===== src/rtl/vedic_multiply_seq.sv =====
// Multi-cycle Urdhva-Tiryagbhyam (crosswise) unsigned multiplier.
// Evaluates COLS_PER_CYCLE product columns per clock with a chained carry; valid/ready on both sides.
module vedic_multiply_seq #(
    parameter int unsigned RANGE_WIDTH    = 16,
    parameter int unsigned COLS_PER_CYCLE = 4
) (
    input  logic                       clk,
    input  logic                       reset,
    input  logic                       in_valid,
    output logic                       in_ready,
    input  logic [RANGE_WIDTH/2-1:0]   m,
    input  logic [RANGE_WIDTH/2-1:0]   p,
    output logic                       out_valid,
    input  logic                       out_ready,
    output logic [RANGE_WIDTH-1:0]     r
);

    localparam int unsigned W    = RANGE_WIDTH / 2;
    localparam int unsigned NCOL = 2 * W - 1;
    localparam int unsigned CW   = $clog2(W) + 1;
    localparam int unsigned SW   = CW + 1;
    localparam int unsigned COLW = $clog2(NCOL + COLS_PER_CYCLE) + 1;

    typedef enum logic [1:0] {
        ST_IDLE,
        ST_CALC,
        ST_DONE
    } state_t;

    state_t                 state_q, state_d;
    logic [W-1:0]           m_q, m_d;
    logic [W-1:0]           p_q, p_d;
    logic [RANGE_WIDTH-1:0] r_q, r_d;
    logic [CW-1:0]          carry_q, carry_d;
    logic [COLW-1:0]        col_q, col_d;

    logic                   accept;
    logic [SW-1:0]          sum;
    logic [CW-1:0]          cy;
    logic [COLW-1:0]        col_k;
    logic [COLW-1:0]        col_next;

    assign in_ready  = reset && ((state_q == ST_IDLE) || ((state_q == ST_DONE) && out_ready));
    assign accept    = in_valid && in_ready;
    assign out_valid = (state_q == ST_DONE);
    assign r         = r_q;
    assign col_next  = col_q + COLW'(COLS_PER_CYCLE);

    always_comb begin
        state_d = state_q;
        m_d     = m_q;
        p_d     = p_q;
        r_d     = r_q;
        carry_d = carry_q;
        col_d   = col_q;
        sum     = '0;
        cy      = carry_q;
        col_k   = col_q;

        case (state_q)
            ST_CALC: begin
                // Columns of this cycle are chained: each one consumes the previous column's carry.
                for (int c = 0; c < int'(COLS_PER_CYCLE); c++) begin
                    col_k = col_q + COLW'(c);
                    if (col_k < COLW'(NCOL)) begin
                        sum = SW'(cy);
                        for (int i = 0; i < int'(W); i++) begin
                            for (int j = 0; j < int'(W); j++) begin
                                if (COLW'(i + j) == col_k) begin
                                    sum = sum + SW'(m_q[i] & p_q[j]);
                                end
                            end
                        end
                        for (int b = 0; b < int'(NCOL); b++) begin
                            if (COLW'(b) == col_k) begin
                                r_d[b] = sum[0];
                            end
                        end
                        cy = CW'(sum >> 1);
                    end
                end
                carry_d = cy;
                col_d   = col_next;
                // After the top column the residual carry is at most 1 and becomes the MSB.
                if (col_next >= COLW'(NCOL)) begin
                    r_d[RANGE_WIDTH-1] = cy[0];
                    state_d            = ST_DONE;
                end
            end
            ST_DONE: begin
                if (out_ready) begin
                    state_d = ST_IDLE;
                end
            end
            default: begin
                state_d = ST_IDLE;
            end
        endcase

        if (accept) begin
            m_d     = m;
            p_d     = p;
            r_d     = '0;
            carry_d = '0;
            col_d   = '0;
            state_d = ST_CALC;
        end
    end

    always_ff @(posedge clk) begin
        if (!reset) begin
            state_q <= ST_IDLE;
            m_q     <= '0;
            p_q     <= '0;
            r_q     <= '0;
            carry_q <= '0;
            col_q   <= '0;
        end else begin
            state_q <= state_d;
            m_q     <= m_d;
            p_q     <= p_d;
            r_q     <= r_d;
            carry_q <= carry_d;
            col_q   <= col_d;
        end
    end

endmodule


===== config.mk =====
export PLATFORM = sky130hd
export DESIGN_NAME = vedic_multiply_seq
export DESIGN_NICKNAME = d
export VERILOG_FILES = /design/src/rtl/vedic_multiply_seq.sv
export SDC_FILE = /design/constraint.sdc
export NUM_CORES = 1
export LEC_CHECK = 0
export CORE_AREA = 2 2 161 163
export DETAILED_ROUTE_END_ITERATION = 16
export DIE_AREA = 0 0 163 165
export PLACE_DENSITY = 0.74
export SLEW_MARGIN = 15
export SYNTH_ARGS = -nofsm -noshare
export SYNTH_HDL_FRONTEND = slang
export SYNTH_SLANG_ARGS = --single-unit

===== constraint.sdc =====
create_clock -name clk -period 112.2 [get_ports clk]
set_clock_uncertainty 0.15 [all_clocks]
set_input_delay 22.44 -clock clk [delete_from_list [all_inputs] [get_ports clk]]
set_output_delay 22.44 -clock clk [all_outputs]
set_load 0.02 [all_outputs]

==> results.md, run 1 <==
Yosys:
- The total nets after synthesis is between 1500 and 2000.
- Among all flip-flop cells after synthesis, the most frequent one is dfxtp_1.
- The commonest cells after synthesis are 307 x nand2_1, 203 x nor2_1, 132 x ha_1.
- The number of library cell types mapped by synthesis is 115.
- The mean area per synthesized cell is ~7.2 µm².
- The combined area of all synthesized cells is 0.0124 mm².
- In this run, synthesis produced a sequential element count of 42.
- During synthesis, Yosys emitted a total of 0 warnings.
- By area the synthesized netlist is led by ha_1 13%, nand2_1 9.3%, xnor2_1 8.3%, dfxtp_1 6.8%, nor2_1 6.1%.
- The leading cell type by number of instances after synthesis is nand2_1.
- Of the post-synthesis cell area, the dominant cell type holds 0.133.
- The share of the Yosys chip area taken by registers is 0.0677.
- The instance count of the mapped netlist is 1735.
- The largest total area in the synthesized netlist belongs to ha_1.
- The share of flip-flops with an asynchronous set or reset is 0.
- Yosys mapped a number of flops with a built-in enable equal to 0.

Power:
- The leakage power is 5.81 nW.
- The highest ir drop seen on vdd is 0.0140 mV.
- Total power for the finished layout comes to 0.0726 mW.
- Dividing total power by cell area gives a power density of about 5.5 mW/mm².

Worst setup path:
- The combined buffer and inverter count along the critical path is 3.
- The highest fanout seen on the critical path is 19.
- The nature of the critical path startpoint is an input port.
- Grouping stages by cell kind, the critical path spends the most delay in buffers and inverters.
- At the worst endpoint, the arrival time is 24.51 ns.
- The type of the worst setup path is in2out.
- The worst setup path is captured at an output port.
- Walking the worst path, the cells encountered are clkdlybuf4s50_1, clkinv_1, a211oi_1, clkdlybuf4s50_1.
- The most numerous cell type found on the critical path is clkdlybuf4s50_1.
- STA puts the critical path data required time at 89.61 ns.
- For this run, the slowest stage of the critical path takes 0.67 ns.
- The cell at the slowest stage of the critical path is clkdlybuf4s50_1.

Die:
- Measured along the x axis, the die boundary spans about 160 µm.
- The area of the die is 0.0269 mm².
- The placeable core area is 0.0250 mm².
- The starting utilization of the core area is 0.496.
- The floorplan step set the die height to 165 µm.
- Pin placement for this block handled 38 I/O pins.
- The count of standard-cell rows is 58.

Min path:
- The min-delay analysis places its worst path in the category reg2reg.

Timing:
- Timing would allow up to 0.0212 GHz.
- The slew at the pin with the worst max-slew slack is 0.934 ns.
- The post-route fraction of the period consumed by the critical path is 0.420.
- The count of pins over their slew limit is 0.
- Measured against its own limit, the worst slew margin works out to 0.376.
- Setup repair after global routing left no endpoint under its margin.
- The number of failing setup endpoints in the final timing report is 0.
- The final critical delay including setup and external delays is 47.10 ns.
- The post-layout worst setup margin is 65.10 ns.
- The total count of hold-check failures in the final report is 0.
- In the final timing run, aggregate negative setup slack is 0 ns.

Clocking:
- The TritonCTS buffer count is 5.
- TritonCTS built the clock tree.
- The clock root buffer master is clkbuf_16.
- The clock passes through at most 2 buffers.
- The TritonCTS sink count is between 40 and 50.
- After clock tree synthesis, the clock-pin slew on the worst setup and hold paths is 0.07 ns.
- After clock tree synthesis, the repair step resized 0 gates.
- The number of hold buffers added after CTS was 0.
- The later pin in the worst-skew pair is clocked with a latency of about 0.29 ns.
- The H-tree was split into 2 levels.
- The number of setup buffers added after CTS is 0.

Placed design:
- Routability-driven placement finished with a final weighted congestion of between 0.8 and 0.9.
- Detailed placement finished with a half-perimeter wire length of 26500 µm.
- The number of buffers inserted by port buffering is 37.
- The cell count after placement is 2035.
- OpenSTA, run right after detailed placement, puts the worst setup slack at 65.08 ns.

Drt:
- Dividing the detail-routed via count by the number of cells gives 6.03.
- The remaining design rule violation count is 0.
- The via count is 12316.
- The pre-antenna-repair detailed-routing pass consisted of 5 iterations.
- After detailed routing, the average wire length per cell comes to 17.2 µm.
- In this run the remaining antenna-violating nets after routing total 0.
- After detailed routing, the total wire length is 35100 µm.
- In this run, the number of DRC markers left after iteration 0 of detailed routing was 874.

Global route:
- The wire length of the first global-routing pass is ~58000 µm.
- The maximum number of pins on one net before global-route repair is 67.
- In the global route stage, overall resource usage came out at 0.262.
- Summed over all layers, the global routing overflow is 0.
- The number of global-route vias before repair is 11742.
- The initial antenna violation count is 0.

Final layout:
- Of the cells placed in the final design, the portion with a size suffix greater than 1 is 0.0701.
- The diode insertion count for antenna repair is 0.
- For this run, the number of standard cells in the final layout without fillers is a little over 2000.
- The share of the core filled with cells is 0.524.
- The area growth from synthesis to layout is 5.61%.
- The number of nets at the end of the flow is 1864.
- The number of fillers in the final layout is 2442.

Status:
- The flow ran to the end, and the final reports show no timing, DRC or antenna violations.

Flow run:
- Max-cap violations in this run came to 0.
-- where the power goes --
part	leakage, nW	internal [mW]	switching, mW	total [mW]
Combinational	5.40	0.0166	0.0247	0.0413
Sequential	0.341	0.0155	0.00145	0.0169
Clock	0.0698	0.00824	0.00614	0.0144
-- layout make-up --
class / count / area, µm² / area share
multi-input combinational: 1583 / 11100 / 0.849
sequential: 42 / 841 / 0.0641
timing repair buffer: 52 / 483 / 0.0368
tap: 330 / 413 / 0.0315
clock buffer: 5 / 125 / 0.00953
inverter: 28 / 105 / 0.00801
clock inverter: 3 / 21.3 / 0.00162
-- registers in the layout, summed over array words and instances, names as in the netlist --
register  flops
carry_q       4
col_q         4
m_q           8
p_q           8
r            16
state_q       2
-- per-stage QoR --
stage | area [µm²] | hold slack [ns]
finish | 13100 | 0.317
global route | 13100 | 0.351
CTS | 13100 | 0.316
detailed placement | 13000 | 0.298
global placement | 13000 | 0.293
floorplan | 12400 | 0.344
-- cells in the final DEF, fill, tap and decap left out, types with 18 or more instances in the layout --
cell	count
clkdlybuf4s50_1	37
mux2i_1	65
ha_1	132
mux2_2	19
nand2_1	307
xnor2_1	118
nand4_1	20
and2_1	83
and3_1	18
a31oi_1	20
inv_1	27
nor3_1	37
nor2_1	203
xor2_1	46
a211oi_1	21
a21oi_1	75
o21ai_0	72
dfxtp_1	42
a21o_1	19
nand3_1	62
-- kinds of logic (layout without fill, tap and decap cells) --
logic type                 Yosys count  in the layout  synth area share
buffers and inverters              110             88            0.0367
muxes                               88             88            0.0752
adders and majority gates          132            132             0.133
DFF                                 42             42            0.0677
AOI/OAI and AO/OA                  328            328             0.179
and+or+nand+nor                    827            827             0.317
xor gates and xnor gates           208            208             0.191
-- per-layer routing --
| metal | vias to the layer above | routed length (µm) | global-route usage |
|---|---|---|---|
| met3 | 87 | 1950 | 0.0296 |
| li1 | 6101 | - | - |
| met4 | 0 | 1160 | 0.0961 |
| met1 | 5763 | 15300 | 0.328 |
| met5 | - | 0 | 0 |
| met2 | 365 | 16700 | 0.461 |
-- worst register-to-register path: cells and delay by family, from the launching register on --
family	cells	cell delay (ns)
AO/OA/AOI/OAI	49	7.88
XOR/XNOR	10	1.94
adder cells (fa/ha/maj)	63	19.96
buffers and inverters	5	0.68
flip-flops	1	0.44
multiplexers	2	0.56
AND/OR/NAND/NOR	68	7.52
-- final timing paths --
kind,startpoint,to,slack (ns),cells past startpoint
max reg2reg,col_q[2],carry_q[3],72.96,197
min reg2reg,r[13],r[13],0.32,2
max,reset,in_ready,65.10,4
min,r[13],r[13],0.32,2
Power figures use the tool's default switching activity.
==> run 2: changes to the inputs <==
PLACE_DENSITY = 0.77   (was 0.74)
clock period = 40.7 ns   (was 112.2 ns; I/O delays follow)
==> run 2 against run 1 <==
Sequential power rose to 2.8 times the previous value; hold slack worse by 0.0042 ns; clock power rose to 3.2 times the previous value; core utilization up 0.23 points; setup slack worse by 62 ns; flip-flop and latch count unchanged; first-iteration DRC count up 9.4%; via count up 2.5%; highest routed layer unchanged.
==> results.md, run 2 (synthesized netlist as in run 1, its figures left out) <==
Status:
- The run finished with clean final reports.

Clocking:
- The TritonCTS buffer count is 5.
- In this run the number of H-tree levels came out at 2.
- The clock root buffer master is clkbuf_16.
- Clock latency on the worst-skew pair, taken at its later pin, is 0.29 ns.
- The clock net in this run drives a total of 42 sinks.
- TritonCTS built the clock tree.
- The maximum count of clock buffers along a single path is 2.
- Clock-pin slew was measured on the worst setup and hold paths at about 0.06 ns.

Timing:
- The worst path needs 37.84 ns of the cycle, external delays included.
- The headroom to the max-slew limit is 0.348.
- Setup repair after global routing left no endpoint under its margin.
- The timing-limited maximum frequency is 0.0264 GHz.
- For the pin with the worst max-slew slack, the measured transition is approximately 0.98 ns.
- The setup TNS is 0 ns.
- The post-route fraction of the period consumed by the critical path is 0.930.
- The count of pins over their slew limit came to 0.
- The total count of hold-check failures in the final report is 0.
- Setup violations remaining at the end of the flow were counted as 0.

Placed design:
- The post-placement cell area is 0.0130 mm².
- At the end of routability-driven placement, the weighted congestion stood at 0.891.
- Detailed placement ended at an HPWL of 26800 µm.
- During placement, the flow inserted port buffers numbering 37.
- The cell count after placement is 2036.

Final layout:
- In the layout the commonest cells are 307 x nand2_1, 203 x nor2_1, 131 x ha_1.
- The final cell area excluding filler cells is between 0.01 and 0.015 mm².
- The flip-flop count of the largest register after layout is 16.
- The number of nets at the end of the flow is approximately 1900.
- At the end of the flow the core is filled with cells to 0.526.
- Of the cells placed in the final design, the portion with a size suffix greater than 1 is 0.0735.
- The most common cell after layout, fill and taps aside is nand2_1.
- Compared with the post-synthesis result, the final layout area differs by 6.07%.
- The finished layout holds ~2000 standard cells, fillers aside.

Die:
- The height of the die is 165 µm.
- The area of the die is approximately 0.027 mm².
- The count of standard-cell rows is 58.
- The starting utilization of the core area is 0.496.
- 38 I/O pins were placed.
- The die is 163 µm wide.
- The core region is ~0.025 mm².

Global route:
- The initial antenna violation count is 0.
- Entering global routing, the biggest net connects 59 pins.
- The number of global-route vias before repair is 11832.
- The global-route congestion overflow total is 0.
- In the global route stage, overall resource usage came out at 0.262.
- The wire length of the first global-routing pass is 58100 µm.

Flow run:
- Max-cap violations in this run came to 0.

Drt:
- The remaining design rule violation count is 0.
- In the final routed layout, each cell accounts on average for 17.4 µm.
- The first-pass iteration count of the detailed router is 6.
- The detailed router finished its first iteration with between 900 and 1000 violations.
- The final routed wirelength across all metal layers is 35600 µm.
- Using the TritonRoute via totals, the vias-per-cell ratio works out to 6.17.
- The via count is 12621.
- Once detail routing completed, the nets flagged for antenna violations numbered 0.

Worst setup path:
- The kind of end point of the critical path is a flop.
- Of all nets on the critical path, the largest fanout is 41.
- The type of the worst setup path is reg2reg.
- STA classifies the critical path startpoint as a flop.
- STA puts the critical path data required time at between 40 and 50 ns.
- The largest incremental delay on the critical path is about 0.38 ns.
- In this design, the critical path's most frequently occurring cell is ha_1.
- The arrival time reported for the critical path endpoint is 37.81 ns.
- On the critical path, the stage with the largest delay is an instance of dfxtp_1.

Power:
- The leakage power is 5.84 nW.
- For this design the ratio of total power to cell area is 15.8 mW/mm².
- IR analysis of the VDD net gives a maximum drop of 0.0298 mV.

Min path:
- The path class of the tightest hold or removal check is reg2reg.
## run 2: what timing repair did
action	4_1_cts	5_1_grt
endpoints found under the setup margin	0	4
gates resized for setup	0	8
buffers inserted	0	0
hold endpoints to repair	0	0
hold buffers	0	0
## run 2: cell type report
| cell class | instances | area [µm²] |
|---|---|---|
| diodes | 1 | 2.50 |
| clock buffers | 5 | 125 |
| clock inverters | 3 | 48.8 |
| fillers | 2364 | 11900 |
| inverters | 28 | 105 |
| multi-input cells | 1583 | 11100 |
| flip-flops and latches | 42 | 843 |
| well taps | 330 | 413 |
| repair buffers | 53 | 494 |
## run 2: routing by layer
layer	wire (µm)	share of wire	global-route usage
met5	0	0	0
met4	1320	0.037	0.0961
met3	2810	0.079	0.0347
met2	16500	0.46	0.452
met1	15000	0.42	0.334
## run 2: final timing paths
check | depth (start not counted) | slack (ns) | endpoint | start
worst max register to register | 201 | 2.86 | carry_q[1] | col_q[2]
worst min-delay path | 2 | 0.31 | r[11] | r[11]
worst min register to register | 2 | 0.31 | r[11] | r[11]
worst max-delay path | 201 | 2.86 | carry_q[1] | col_q[2]
## run 2: critical path, delay by kind of cell (launching register included)
family,cells,cell delay (ns)
buffers and inverters,7,1.02
AO/OA/AOI/OAI,49,7.31
flip-flops,1,0.38
XOR/XNOR,8,1.39
multiplexers,2,0.55
adder cells (fa/ha/maj),64,19.75
AND/OR/NAND/NOR,71,7.05
## run 2: power by group
part	internal, mW	leakage, nW	total, mW	switching [mW]
Sequential	0.0426	0.342	0.0469	0.00430
Combinational	0.0462	5.41	0.115	0.0687
Clock	0.0294	0.0819	0.0466	0.0172
Total	0.118	5.84	0.208	0.0903
## run 2: through the flow
stage	hold WS (ns)	power, mW	setup WS, ns
CTS	0.320	0.207	2.74
finish	0.313	0.208	2.86
detailed placement	0.313	0.160	2.92
global route	0.349	0.225	0.0718
global placement	0.302	0.155	3.87
floorplan	0.344	0.133	4.72
==> run 3: changes to the inputs <==
PLACE_DENSITY = 0.74   (was 0.77)
clock period = 38.3 ns   (was 40.7 ns; I/O delays follow)
==> run 3 against run 2 <==
Die area unchanged; combinational power increased by 11%; first-iteration DRC count decreased by 1.3%; design area increased by 2.3%; maximum frequency increased by 4.5%; register-to-register slack got worse by 0.79 ns; sequential share of layout area decreased by 0.11 points; non-clock buffer count increased by 15; highest routed layer unchanged.
==> results.md, run 3 (synthesized netlist as in run 1, its figures left out) <==
Min path:
- The tightest min-delay check is of the reg2reg type.
- Counting instances, the worst hold path has a depth of 2.
- In this run the most critical hold path is launched from r[11].

Worst setup path:
- The highest fanout seen on the critical path is 10.
- Among the stages of the critical path, the cell type that occurs most often is ha_1.
- The arrival time reported for the critical path endpoint is 36.26 ns.
- The worst reg2reg path startpoint is col_q[3].
- The type of the worst setup path is reg2reg.
- The kind of end point of the critical path is a flop.
- The worst setup path is launched from a flop.
- The largest incremental delay on the critical path is 0.54 ns.
- The cell at the slowest stage of the critical path is or3b_2.
- Tracing the worst setup path back leads to its startpoint at col_q[3].
- STA puts the critical path data required time at 38.34 ns.
- The logic depth of the worst register-to-register path is between 150 and 200.

Final layout:
- Leaving out fill and tap cells, the most frequent cell in the layout is nand2_1.
- Compared with the post-synthesis result, the final layout area differs by 8.50%.
- The final cell count without fillers is roughly 2000.
- In the layout the commonest cells are 302 x nand2_1, 195 x nor2_1, 126 x ha_1.
- The repair_antennas step left the layout with diodes totalling 0.
- The number of nets at the end of the flow is 1880.
- Of the cells placed in the final design, the portion with a size suffix greater than 1 is 0.102.
- The flip-flop count of the largest register after layout is 16.
- The number of fillers in the final layout is 2449.

Global route:
- The number of global-route vias before repair is roughly 12000.
- Entering global routing, the biggest net connects 67 pins.
- The global-route congestion overflow total is 0.
- The initial antenna violation count is 0.
- For met2 alone, demand over resource in global routing was 0.477.
- The met1 capacity usage during global routing is 0.332.
- The wire length of the first global-routing pass is 58100 µm.
- Across every metal layer, demand over resource in global routing totals 0.264.
- The most heavily used metal layer in global routing is met2.
- For met3 alone, demand over resource in global routing was 0.0251.

Timing:
- The post-route fraction of the period consumed by the critical path is 0.946.
- The number of failing setup endpoints in the final timing report is 0.
- At the pin with the least slew margin, the transition time is 0.978 ns.
- Counting I/O delays and the setup requirement, the final critical path takes 36.22 ns.
- The headroom to the max-slew limit is 0.347.
- The timing-limited maximum frequency is 0.0276 GHz.
- The total count of hold-check failures in the final report is 0.
- After layout, the worst setup slack is 2.08 ns.
- The count of pins over their slew limit was 0.

Die:
- The floorplan step defined a die boundary enclosing 0.0269 mm².
- From bottom edge to top edge, the die measures 165 µm.
- The initial utilization of the core area, before any placement, comes to 0.496.
- 38 I/O pins were placed.
- The core region is approximately 0.025 mm².
- After floorplanning, the core was divided into 58 placement rows.
- In this run the horizontal extent of the chip is 163 µm.

Power:
- After layout, the design draws a total of 0.228 mW.
- The fraction of power consumed by the clock network is 0.220.
- Power spread over the standard cell area amounts to 16.9 mW/mm².
- The internal power contribution is 0.130 mW.
- The share of total power in sequential cells is 0.217.
- VDD sags by at most ~0.036 mV.
- For this design the static power due to leakage is 5.94 nW.
- The switching share of power is 0.429.
- In this run the power spent charging and discharging nets is 0.0978 mW.
- The portion of total power attributed to combinational logic is 0.564.

Clocking:
- The cell sitting at the root of the clock tree is a clkbuf_16.
- The maximum level of the CTS H-tree is 2.
- The TritonCTS buffer count is 5.
- TritonCTS built the clock tree.
- For this design, the CTS-stage hold fixing added 0 buffers.
- The clock drives 42 sinks.
- The later-pin clock latency in the skew report is 0.29 ns.
- The post-CTS clock slew at the launch and capture registers of the worst setup and hold paths is 0.07 ns.
- The maximum count of clock buffers along a single path is 2.

Drt:
- The remaining design rule violation count is 0.
- The count of nets left with antenna violations once routing finished came out at 0.
- The ratio of routed vias to standard cells is just over 6.
- Summed over all layers, the routed wires come to between 30000 and 40000 µm.
- Dividing the detail-routed wire length by the instance count gives 17.5 µm.
- After the first detailed-routing iteration, the DRC count stood at 944.
- The first-pass iteration count of the detailed router is 5.
- The routed layout has 12536 vias.

Flow run:
- Across the run, the number of max-cap violations was 0.

Placed design:
- The count of buffers added on input and output ports is 37.
- At the end of routability-driven placement, the weighted congestion stood at 0.909.
- The cell count after placement is 2040.
- The HPWL after detailed placement is 27200 µm.
- The worst setup slack after placement is 0.699 ns.

Status:
- The run finished with clean final reports.
-- run 3: cell types whose count changed in the layout (fill, tap and decap cells not counted), sizes merged --
cell / delta
buf: +15
diode: -1
-- run 3: power by group through the flow --
| stage | Sequential (mW) | Combinational (mW) | Clock (mW) |
|---|---|---|---|
| after detailed placement | 0.0501 | 0.118 | 0 |
| after global routing | 0.0494 | 0.145 | 0.0516 |
| final | 0.0493 | 0.128 | 0.0501 |
| after CTS | 0.0491 | 0.119 | 0.0503 |
| after global placement | 0.0501 | 0.114 | 0 |
| after floorplan | 0.0482 | 0.0932 | 0 |
-- run 3: metrics by stage --
step / hold slack (ns) / TNS (ns) / util / instance area [µm²]
finish: 0.316 / 0 / 0.539 / 13500
global route: 0.351 / -0.687 / 0.539 / 13500
CTS: 0.316 / 0 / 0.527 / 13200
detailed placement: 0.302 / 0 / 0.520 / 13000
global placement: 0.293 / 0 / 0.520 / 13000
floorplan: 0.344 / 0 / - / 12400
-- run 3: cell type report --
type	instances	area, µm²	share of cell area
timing repair buffer	68	619	0.0459
multi-input combinational	1583	11300	0.840
clock buffer	5	125	0.00928
tap	330	413	0.0306
sequential	42	848	0.0629
inverter	28	105	0.00780
clock inverter	3	48.8	0.00362
-- run 3: critical path: cells and delay by family (launching register included) --
kind,cells,cell delay (ns)
AND/OR/NAND/NOR,67,7.07
AO/OA/AOI/OAI,45,6.45
XOR/XNOR,10,1.75
adder cells (fa/ha/maj),62,18.98
multiplexers,5,0.96
flip-flops,1,0.35
buffers and inverters,6,0.39
-- run 3: path summary, 6_finish.rpt --
path / to / slack [ns]
min: r[11] / 0.32
min reg2reg: r[11] / 0.32
max reg2reg: carry_q[3] / 2.08
max: carry_q[3] / 2.08
-- run 3: repair_timing --
action | 4_1_cts | 5_1_grt
resized for setup | 0 | 57
setup buffers | 0 | 11
setup endpoints to repair | 0 | 7
-- run 3: metal layers --
| layer | part of all wire | wire (µm) | vias to the layer above |
|---|---|---|---|
| li1 | - | - | 6129 |
| met1 | 0.43 | 15500 | 5917 |
| met2 | 0.48 | 17400 | 420 |
| met3 | 0.062 | 2250 | 70 |
| met4 | 0.027 | 992 | 0 |
| met5 | 0 | 0 | - |
